### src/rtl/ad_bus_burst_master.sv
// Burst master for the multiplexed address/data RTC bus with write/read FIFOs.
// Optional write read-back verification is enabled by defining WR_VERIFY_EN.
module ad_bus_burst_master #(
    parameter int DATA_W    = 8,
    parameter int MAX_BURST = 16,
    parameter int PHASE_CYC = 4,
    parameter int ADDR_INC  = 1,
    localparam int CW       = $clog2(MAX_BURST) + 1
) (
    input  logic              clk,
    input  logic              rst,
    input  logic              start,
    input  logic              op_wr,
    input  logic [DATA_W-1:0] base_addr,
    input  logic [CW-1:0]     burst_len,
    input  logic              wf_push,
    input  logic [DATA_W-1:0] wf_data,
    input  logic              rf_pop,
    output logic [DATA_W-1:0] rf_data,
    output logic [CW-1:0]     wf_count,
    output logic [CW-1:0]     rf_count,
    output logic              busy,
    output logic              done,
    output logic              err,
    output logic [DATA_W-1:0] ad_out,
    input  logic [DATA_W-1:0] ad_in,
    output logic              ad_oe,
    output logic              a_d,
    output logic              cs,
    output logic              rd,
    output logic              wr
`ifdef WR_VERIFY_EN
    ,
    output logic              verify_err
`endif
);

    localparam int AW = $clog2(MAX_BURST);
    localparam int PW = $clog2(PHASE_CYC + 1);
    localparam logic [CW-1:0] FULL = CW'(MAX_BURST);

    typedef enum logic [2:0] {IDLE, ADDR, GAP_A, DATA, GAP_D, FIN} state_t;

    state_t            state_q, state_d;
    logic [PW-1:0]     phase_q, phase_d;
    logic [DATA_W-1:0] addr_q, addr_d;
    logic [CW-1:0]     rem_q, rem_d;
    logic              op_wr_q, op_wr_d;
    logic              done_q, done_d;
    logic              err_q, err_d;
    logic              phase_last;
    logic              vphase;
    logic [CW-1:0]     eff_len;
    logic              refuse;

    logic [DATA_W-1:0] wf_mem_q [MAX_BURST];
    logic [AW-1:0]     wf_wr_ptr_q, wf_rd_ptr_q;
    logic [CW-1:0]     wf_cnt_q;
    logic              wf_push_ok, wf_pop_ok, wf_pop_int;
    logic [DATA_W-1:0] wf_head;

    logic [DATA_W-1:0] rf_mem_q [MAX_BURST];
    logic [AW-1:0]     rf_wr_ptr_q, rf_rd_ptr_q;
    logic [CW-1:0]     rf_cnt_q;
    logic              rf_push_ok, rf_pop_ok, rf_push_int;
    logic [DATA_W-1:0] rf_last_q;

`ifdef WR_VERIFY_EN
    logic              vphase_q, vphase_d;
    logic              verr_q, verr_d;
    logic [DATA_W-1:0] wdata_q;
    assign vphase     = vphase_q;
    assign verify_err = verr_q;
`else
    assign vphase = 1'b0;
`endif

    assign wf_head    = wf_mem_q[wf_rd_ptr_q];
    assign wf_push_ok = wf_push && (wf_cnt_q != FULL);
    assign wf_pop_ok  = wf_pop_int && (wf_cnt_q != '0);
    assign wf_count   = wf_cnt_q;

    assign rf_push_ok = rf_push_int && (rf_cnt_q != FULL);
    assign rf_pop_ok  = rf_pop && (rf_cnt_q != '0);
    assign rf_count   = rf_cnt_q;
    // An empty read FIFO keeps presenting the last word the host popped
    assign rf_data    = (rf_cnt_q == '0) ? rf_last_q : rf_mem_q[rf_rd_ptr_q];

    always_ff @(posedge clk) begin
        if (wf_push_ok) wf_mem_q[wf_wr_ptr_q] <= wf_data;
        if (rf_push_ok) rf_mem_q[rf_wr_ptr_q] <= ad_in;
    end

    always_ff @(posedge clk or negedge rst) begin
        if (!rst) begin
            wf_wr_ptr_q <= '0;
            wf_rd_ptr_q <= '0;
            wf_cnt_q    <= '0;
            rf_wr_ptr_q <= '0;
            rf_rd_ptr_q <= '0;
            rf_cnt_q    <= '0;
            rf_last_q   <= '0;
        end else begin
            if (wf_push_ok) wf_wr_ptr_q <= wf_wr_ptr_q + AW'(1);
            if (wf_pop_ok)  wf_rd_ptr_q <= wf_rd_ptr_q + AW'(1);
            if (wf_push_ok && !wf_pop_ok)      wf_cnt_q <= wf_cnt_q + CW'(1);
            else if (!wf_push_ok && wf_pop_ok) wf_cnt_q <= wf_cnt_q - CW'(1);
            if (rf_push_ok) rf_wr_ptr_q <= rf_wr_ptr_q + AW'(1);
            if (rf_pop_ok) begin
                rf_rd_ptr_q <= rf_rd_ptr_q + AW'(1);
                rf_last_q   <= rf_mem_q[rf_rd_ptr_q];
            end
            if (rf_push_ok && !rf_pop_ok)      rf_cnt_q <= rf_cnt_q + CW'(1);
            else if (!rf_push_ok && rf_pop_ok) rf_cnt_q <= rf_cnt_q - CW'(1);
        end
    end

    assign eff_len    = (burst_len > FULL) ? FULL : burst_len;
    assign refuse     = op_wr ? (wf_cnt_q < eff_len) : ((FULL - rf_cnt_q) < eff_len);
    assign phase_last = (phase_q == PW'(PHASE_CYC - 1));

    always_ff @(posedge clk or negedge rst) begin
        if (!rst) begin
            state_q <= IDLE;
            phase_q <= '0;
            addr_q  <= '0;
            rem_q   <= '0;
            op_wr_q <= 1'b0;
            done_q  <= 1'b0;
            err_q   <= 1'b0;
`ifdef WR_VERIFY_EN
            vphase_q <= 1'b0;
            verr_q   <= 1'b0;
            wdata_q  <= '0;
`endif
        end else begin
            state_q <= state_d;
            phase_q <= phase_d;
            addr_q  <= addr_d;
            rem_q   <= rem_d;
            op_wr_q <= op_wr_d;
            done_q  <= done_d;
            err_q   <= err_d;
`ifdef WR_VERIFY_EN
            vphase_q <= vphase_d;
            verr_q   <= verr_d;
            if (wf_pop_ok) wdata_q <= wf_head;
`endif
        end
    end

    always_comb begin
        state_d     = state_q;
        phase_d     = phase_q;
        addr_d      = addr_q;
        rem_d       = rem_q;
        op_wr_d     = op_wr_q;
        done_d      = 1'b0;
        err_d       = 1'b0;
        wf_pop_int  = 1'b0;
        rf_push_int = 1'b0;
`ifdef WR_VERIFY_EN
        vphase_d = vphase_q;
        verr_d   = verr_q;
`endif
        case (state_q)
            IDLE: begin
                phase_d = '0;
                if (start) begin
                    if (eff_len == '0) begin
                        state_d = FIN;
`ifdef WR_VERIFY_EN
                        verr_d = 1'b0;
`endif
                    end else if (refuse) begin
                        err_d = 1'b1;
                    end else begin
                        addr_d  = base_addr;
                        rem_d   = eff_len;
                        op_wr_d = op_wr;
                        state_d = ADDR;
`ifdef WR_VERIFY_EN
                        verr_d   = 1'b0;
                        vphase_d = 1'b0;
`endif
                    end
                end
            end
            ADDR, GAP_A, DATA, GAP_D: begin
                phase_d = phase_last ? '0 : phase_q + PW'(1);
                if (phase_last) begin
                    case (state_q)
                        ADDR:  state_d = GAP_A;
                        GAP_A: state_d = DATA;
                        DATA: begin
                            state_d = GAP_D;
                            if (op_wr_q && !vphase) wf_pop_int = 1'b1;
                            if (!op_wr_q) rf_push_int = 1'b1;
`ifdef WR_VERIFY_EN
                            if (vphase_q && (ad_in != wdata_q)) verr_d = 1'b1;
`endif
                        end
                        default: begin
`ifdef WR_VERIFY_EN
                            // A written word is re-read at the same address before advancing
                            if (op_wr_q && !vphase_q) begin
                                vphase_d = 1'b1;
                                state_d  = ADDR;
                            end else begin
                                vphase_d = 1'b0;
                                rem_d    = rem_q - CW'(1);
                                addr_d   = addr_q + DATA_W'(ADDR_INC);
                                state_d  = (rem_q == CW'(1)) ? FIN : ADDR;
                            end
`else
                            rem_d   = rem_q - CW'(1);
                            addr_d  = addr_q + DATA_W'(ADDR_INC);
                            state_d = (rem_q == CW'(1)) ? FIN : ADDR;
`endif
                        end
                    endcase
                end
            end
            FIN: begin
                done_d  = 1'b1;
                state_d = IDLE;
            end
            default: state_d = IDLE;
        endcase
    end

    // Strobes decode straight from the state so an async reset idles the bus at once
    always_comb begin
        cs     = 1'b1;
        a_d    = 1'b1;
        rd     = 1'b1;
        wr     = 1'b1;
        ad_oe  = 1'b0;
        ad_out = '0;
        case (state_q)
            ADDR: begin
                cs     = 1'b0;
                a_d    = 1'b0;
                wr     = 1'b0;
                ad_oe  = 1'b1;
                ad_out = addr_q;
            end
            DATA: begin
                cs = 1'b0;
                if (op_wr_q && !vphase) begin
                    wr     = 1'b0;
                    ad_oe  = 1'b1;
                    ad_out = wf_head;
                end else begin
                    rd = 1'b0;
                end
            end
            default: ;
        endcase
    end

    assign busy = (state_q == ADDR) || (state_q == GAP_A) || (state_q == DATA) || (state_q == GAP_D);
    assign done = done_q;
    assign err  = err_q;

endmodule

### config.mk
export PLATFORM = sky130hd
export DESIGN_NAME = ad_bus_burst_master
export DESIGN_NICKNAME = d
export VERILOG_FILES = /design/src/rtl/ad_bus_burst_master.sv
export SDC_FILE = /design/constraint.sdc
export NUM_CORES = 1
export LEC_CHECK = 0
export BUFFER_PORTS_ARGS = -buffer_cell sky130_fd_sc_hd__clkbuf_2
export CAP_MARGIN = 20
export CELL_PAD_IN_SITES_DETAIL_PLACEMENT = 0
export CELL_PAD_IN_SITES_GLOBAL_PLACEMENT = 1
export CORE_MARGIN = 4
export CORE_UTILIZATION = 52
export DETAILED_ROUTE_END_ITERATION = 16
export PLACE_DENSITY_LB_ADDON = 0.1
export SETUP_SLACK_MARGIN = 0.5
export SYNTH_ARGS = -nofsm -noshare
export SYNTH_HDL_FRONTEND = slang
export SYNTH_SLANG_ARGS = --single-unit
### constraint.sdc
create_clock -name clk -period 4.7 [get_ports clk]
set_clock_uncertainty 0.1 [all_clocks]
set_input_delay 0.705 -clock clk [delete_from_list [all_inputs] [get_ports clk]]
set_output_delay 0.705 -clock clk [all_outputs]
set_load 0.005 [all_outputs]
==> impl_metrics.json, run 1 <==
{
  "cp_cell_sequence": "buf_4 -> mux4_2 -> mux2i_1 -> nor2_1 -> a21oi_1 -> o21ai_0 -> clkbuf_2",
  "async_reset_ff_share_pct": 17.9,
  "ys_seq_area_share_pct": 67.4,
  "synth-edff-count": 256,
  "crit_path_max_incr_delay_ns": 0.68,
  "syn-cell-area_um2": 13500,
  "vias_per_cell": 5.86,
  "first_global_vias": 7735,
  "drc": 0,
  "clkTransAtPathRegs_ns": 0.06,
  "tritoncts": "yes",
  "fin_total_pwr_mw": 8.78,
  "power_leakage_nw": 5.28,
  "ant_nets": 0,
  "met2_usage_pct": 31.3,
  "diodes": 0,
  "first_pass_iters": 5,
  "hold_class": "primary input to flip-flop",
  "pin_count": 69,
  "nets": 985,
  "peakVddDrop_uv": 392,
  "hpwl_um": 18200,
  "tightest_slew_ns": 1.04,
  "cp_top_family": "multiplexers",
  "fill_cells": 1907,
  "p_per_area_nw_per_um2": 580,
  "start_util_pct": 53.2,
  "setup_violations": 0,
  "port-buffer-count": 68,
  "numClockSinks": 312,
  "hold_viol": 0,
  "cts_root_buf": "clkbuf_16",
  "crit_path_end_kind": "output port",
  "grt_max_degree": 52,
  "grt_overflow_total": 0,
  "cts_buffers": 31,
  "clk_latency_ns": 0.55,
  "worstPathArrival_ns": 3.09,
  "multi_input_area_um2": 4120,
  "regArea_um2": 9090,
  "cts_buffer_depth": 3,
  "h-tree-depth": 1,
  "whs_ns": 0.344,
  "layout_min_cycle_time_ns": 3.90,
  "die_w_um": 169,
  "synthToLayoutAreaGrowth_pct": 12.3,
  "fin_tns_setup_ns": 0,
  "status": "complete, no violations",
  "die-area_um2": 28600,
  "syn-num-nets": 912,
  "critPathSlowestCell": "dfrtp_2",
  "wl_um": 27500,
  "cp_max_fo": 14,
  "grt_pass1_wl_um": 43800,
  "drt_iter0_drc": 563,
  "core_um2": 25300,
  "place.gp.congestion": 0.817,
  "synth_seq_cells": 312,
  "num_rows": 58,
  "die_y_um": 169,
  "top_usage_layer": "met2",
  "grt_use_met3_pct": 3.48,
  "vias": 7432,
  "hold_path_startpoint": "op_wr",
  "fin_crit_sh_pct": 82.9,
  "required_ns": 3.89,
  "critPathLaunchType": "flip-flop",
  "yosys_most_used_dff": "edfxtp_1",
  "syn_avg_cell_area_um2": 16.0,
  "rsz0062_at_grt": "no",
  "slew_violations": 0,
  "startpoint": "rf_rd_ptr_q[0]$_DFFE_PN0P_",
  "cp_num_buf_inv": 2,
  "antenna_found_initial": 0,
  "synthCells": 842,
  "maxSlewHeadroom_pct": 30.5,
  "grt_util_met1_pct": 28.7,
  "yosysWarnings": 0,
  "fmax_mhz": 257,
  "synth.distinct_cells": 55,
  "worstSetupPathType": "flip-flop to output port",
  "wire_per_inst_um": 21.7,
  "cap_violations": 0,
  "grt.total_usage_pct": 19.6,
  "final_layout_size_suffix_gt1_share_pct": 22.6,
  "r2r-start": "rf_count[0]$_DFFE_PN0P_"
}
stage by stage:
stage,util (%),cells,worst slack [ns],cell area [um^2]
floorplan,-,842,1.30,13500
global placement,55.9,1211,1.03,14200
detailed placement,55.9,1211,0.897,14200
CTS,59.8,1269,0.739,15100
global route,59.8,1269,0.580,15100
finish,59.8,1269,0.803,15100
cell families (layout without fill, tap and decap cells):
group / count (synthesis) / count (layout) / share of synthesized area (%)
buffers and inverters: 65 / 162 / 2.08
flip-flops: 312 / 312 / 67.4
AND/OR/NAND/NOR: 184 / 184 / 6.53
multiplexers: 102 / 102 / 13.6
XOR/XNOR: 25 / 25 / 1.62
adder cells (fa/ha/maj): 36 / 36 / 3.43
AO/OA/AOI/OAI: 118 / 118 / 5.30
cells in the final DEF (no fill, tap or decap), types with 7 or more instances in the layout:
cell,count
a21oi_1,21
a2bb2oi_1,7
a31oi_1,7
and3_1,7
buf_4,14
clkbuf_1,9
clkbuf_16,31
clkbuf_2,68
dfrtp_1,53
edfxtp_1,256
ha_1,32
inv_1,21
mux2_2,11
mux2i_1,27
mux4_2,64
nand2_1,55
nand2b_1,8
nor2_1,50
nor3_1,25
o21ai_0,50
o22ai_1,9
xnor2_1,19
worst register-to-register path, delay by kind of cell, from the launching register on:
family / cells / cell delay [ns]
XOR/XNOR: 1 / 0.13
AO/OA/AOI/OAI: 2 / 0.35
buffers and inverters: 3 / 0.49
adder cells (fa/ha/maj): 4 / 1.20
AND/OR/NAND/NOR: 4 / 0.88
flip-flops: 1 / 0.44
state kept, by name, indices dropped and copies added (netlist names), 3 cells and up:
signal       flops
wf_mem_q       128
rf_last_q        8
rem_q            5
phase_q          3
rf_count         5
wf_wr_ptr_q      4
rf_mem_q       128
addr_q           8
rf_wr_ptr_q      4
rf_rd_ptr_q      4
wf_count         5
wf_rd_ptr_q      4
state_q          3
Yosys cell counts (all sizes together) (6+ instances only):
cell type	number	area (um^2)
clkbuf	23	86.3
nor2b	6	37.5
nand2	55	206
o22ai	10	68.8
nor3	25	125
a31oi	8	56.3
inv	22	82.6
a2bb2oi	7	61.3
nor3b	6	45.0
a21oi	22	114
a21o	6	45.0
buf	20	111
mux2i	27	270
nand2b	8	50.1
o21ai	52	260
and3	7	43.8
edfxtp	256	7690
nor2	51	194
nand3	6	30.0
xnor2	20	175
ha	33	413
mux2	11	124
mux4	64	1440
dfrtp	56	1400
what timing repair did:
item / 4_1_cts / 5_1_grt
resized for setup: 0 / 1
hold buffers: 1 / 0
endpoints found under the setup margin: 0 / 1
hold endpoints to repair: 5 / 0
buffers inserted: 0 / 0
area by class of cell:
type / count / share of cell area, %
Tap cell: 330 / 2.73
Clock buffer: 40 / 5.35
Clock inverter: 17 / 1.08
Sequential cell: 312 / 60.1
Inverter: 22 / 0.545
Multi-Input combinational cell: 465 / 27.2
Timing Repair Buffer: 83 / 3.01
power by group:
group	switching (mW)	internal [mW]
registers	0.512	3.31
clock network	0.993	1.37
logic	1.32	1.26
total	2.83	5.95
worst paths after layout:
kind | depth (start not counted) | endpoint | slack [ns]
worst min-delay path | 2 | op_wr_q$_DFFE_PN0P_ | 0.34
worst max-delay path | 7 | rf_data[1] | 0.80
worst min register to register | 2 | rf_last_q[5]$_DFFE_PN0P_ | 0.38
min in group asynchronous | 2 | rf_rd_ptr_q[3]$_DFFE_PN0P_ | 0.43
max in group asynchronous | 3 | wf_rd_ptr_q[0]$_DFFE_PN0P_ | 3.12
worst max register to register | 14 | rf_count[4]$_DFFE_PN0P_ | 1.04
metal layers:
layer,up-vias,routed length (um)
met5,-,0
met1,3792,12200
met3,45,1530
met2,192,13200
li1,3403,-
met4,0,580
No activity file was read; power rests on OpenSTA's default activity.
==> run 2, diff against run 1 <==
==> constraint.sdc (replaced) <==
create_clock -name clk -period 3.72 [get_ports clk]
set_clock_uncertainty 0.1 [all_clocks]
set_input_delay 0.558 -clock clk [delete_from_list [all_inputs] [get_ports clk]]
set_output_delay 0.558 -clock clk [all_outputs]
set_load 0.005 [all_outputs]
==> run 2 against run 1 <==
Setup slack lost 0.22 ns. Clock-buffer cell count fell by 6. Global-route usage is 0.070 points higher. Sequential power grew 23%. Design area grew 3.5%. Non-clock buffer count up 38. Clock power up 27%. Critical path depth did not move. Die area stayed put. Critical path type unchanged. Critical endpoint is now rf_data[7]. Largest cell class unchanged.
==> impl_metrics.json, run 2 (same netlist as run 1, synthesis figures left out) <==
{
  "status": "complete, no violations",
  "fmax_mhz": 319,
  "required_ns": 3.06,
  "ant_nets": 0,
  "combPwrFrac_pct": 33.5,
  "wire_per_inst_um": 21.5,
  "r2r-start": "rf_count[0]$_DFFE_PN0P_",
  "drc": 0,
  "switching_share_pct": 32.5,
  "core_um2": 25300,
  "crit_path_end_kind": "output port",
  "critPathSlowestCell": "mux4_2",
  "num_rows": 58,
  "fin_tns_setup_ns": 0,
  "p_int_mw": 7.82,
  "p_clk_share_pct": 25.9,
  "antenna_found_initial": 0,
  "cp_cell_sequence": "buf_4 -> buf_6 -> mux4_2 -> mux2_2 -> a21oi_2 -> o21ai_0 -> clkbuf_2",
  "whs_ns": 0.0245,
  "cts_root_buf": "clkbuf_16",
  "p_seq_share_pct": 40.6,
  "clk_latency_ns": 0.55,
  "synthToLayoutAreaGrowth_pct": 16.2,
  "grt.total_usage_pct": 19.7,
  "vias_per_cell": 5.82,
  "hold_viol": 0,
  "first_global_vias": 7654,
  "h-tree-depth": 1,
  "worstPathArrival_ns": 2.48,
  "startpoint": "rf_rd_ptr_q[0]$_DFFE_PN0P_",
  "vias": 7613,
  "reg2reg_to": "rf_count[4]$_DFFE_PN0P_",
  "nets": 1023,
  "cap_violations": 0,
  "first_pass_iters": 5,
  "fin_crit_sh_pct": 84.4,
  "drt_iter0_drc": 662,
  "switchingPower_mw": 3.77,
  "p_per_area_nw_per_um2": 740,
  "pin_count": 69,
  "rsz0062_at_grt": "yes",
  "power_leakage_nw": 5.52,
  "slew_violations": 0,
  "worstSetupPathType": "flip-flop to output port",
  "maxSlewHeadroom_pct": 31.2,
  "tightest_slew_ns": 1.03,
  "r2r_slack_ns": 0.61,
  "clkTransAtPathRegs_ns": 0.06,
  "setup_violations": 0,
  "diodes": 0,
  "die_w_um": 169,
  "place.gp.congestion": 0.826,
  "start_util_pct": 53.2,
  "wl_um": 28100,
  "critPathLaunchType": "flip-flop",
  "tritoncts": "yes",
  "port-buffer-count": 68,
  "cp_num_buf_inv": 3,
  "numClockSinks": 312,
  "cts_buffers": 31,
  "hold_class": "primary input to async pin",
  "final_common_cell": "edfxtp_1",
  "die-area_um2": 28600,
  "layout_common_cells": "256 x edfxtp_1, 68 x clkbuf_2, 64 x mux4_2",
  "cts_hold_buffers": 0,
  "grt_overflow_total": 0,
  "peakVddDrop_uv": 482,
  "die_y_um": 169,
  "crit_path_max_incr_delay_ns": 0.51,
  "final_layout_size_suffix_gt1_share_pct": 29.1,
  "grt_pass1_wl_um": 44000,
  "reg2reg_depth": 13,
  "cts_buffer_depth": 3,
  "hpwl_um": 18300,
  "cp_top_family": "multiplexers",
  "crit_end": "rf_data[7]",
  "cp_max_fo": 8,
  "top_regs": "rf_mem_q (128), wf_mem_q (128)",
  "crit_cells": 7,
  "grt_max_degree": 36,
  "layout_min_cycle_time_ns": 3.14
}
run 2: cell types whose count changed in the layout (fill, tap and decap cells not counted), moves of 4 or more:
cell,previous run,this run
buf_4,14,45
a21oi_1,21,12
clkbuf_1,9,3
mux2i_1,27,17
mux2i_2,0,6
a21oi_2,1,7
buf_6,0,5
mux2i_4,0,4
o21ai_0,50,45
run 2: worst min-delay path by stage:
stage,start,end,depth (start not counted)
after detailed placement,rf_last_q[1]$_DFFE_PN0P_,rf_last_q[1]$_DFFE_PN0P_,2
after global routing,rst,rf_last_q[2]$_DFFE_PN0P_,1
after global placement,rf_last_q[7]$_DFFE_PN0P_,rf_last_q[7]$_DFFE_PN0P_,2
after floorplan,rst,addr_q[0]$_DFFE_PN0P_,0
after CTS,rst,rf_count[1]$_DFFE_PN0P_,1
final,rst,rf_count[0]$_DFFE_PN0P_,1
run 2: stage by stage:
stage          util (%)  total power, mW  instances  instance area, um^2  worst slack [ns]
2_1_floorplan         -             7.09        842                13500             0.522
3_3_place_gp       56.7             8.14       1237                14400             0.531
3_5_place_dp       56.7             8.26       1237                14400             0.443
4_1_cts            61.1             11.5       1300                15500             0.498
5_1_grt            61.8             12.3       1307                15700             0.416
6_report           61.8             11.6       1307                15700             0.582
run 2: metal layers:
metal | up-vias | global-route usage [%] | share of wire, %
met5 | - | 0 | 0
met4 | 0 | 4.03 | 1.5
met3 | 39 | 2.66 | 4.7
met2 | 170 | 31.2 | 47
met1 | 3910 | 29.9 | 46
li1 | 3494 | - | -
run 2: cell type report:
| class | count | area (um^2) |
|---|---|---|
| inverters | 22 | 82.6 |
| clock inverters | 23 | 196 |
| repair buffers | 121 | 785 |
| clock buffers | 34 | 787 |
| fillers | 1865 | 9660 |
| well taps | 330 | 413 |
| multi-input cells | 465 | 4300 |
| flip-flops and latches | 312 | 9100 |
run 2: timing repair:
action	in CTS	in global routing
setup endpoints to repair	17	22
gates cloned	0	0
pin swaps	0	3
buffers inserted	6	7
gates resized for setup	19	33
run 2: worst register-to-register path, cell delays in order (launching register included):
cell     delay (ns)
dfrtp_2        0.40
inv_1          0.09
ha_1           0.23
nor3b_4        0.17
ha_1           0.22
nor4_4         0.24
ha_2           0.25
inv_1          0.08
ha_1           0.32
nor2b_1        0.15
o21a_1         0.17
or3_1          0.33
a21oi_2        0.15
xnor2_1        0.13
run 2: power by group through the flow:
stage | Combinational (mW) | Sequential, mW | Clock, mW
floorplan | 2.62 | 4.47 | 0
global placement | 3.37 | 4.77 | 0
detailed placement | 3.46 | 4.80 | 0
CTS | 3.71 | 4.68 | 3.07
global route | 4.26 | 4.76 | 3.23
finish | 3.88 | 4.70 | 3.00
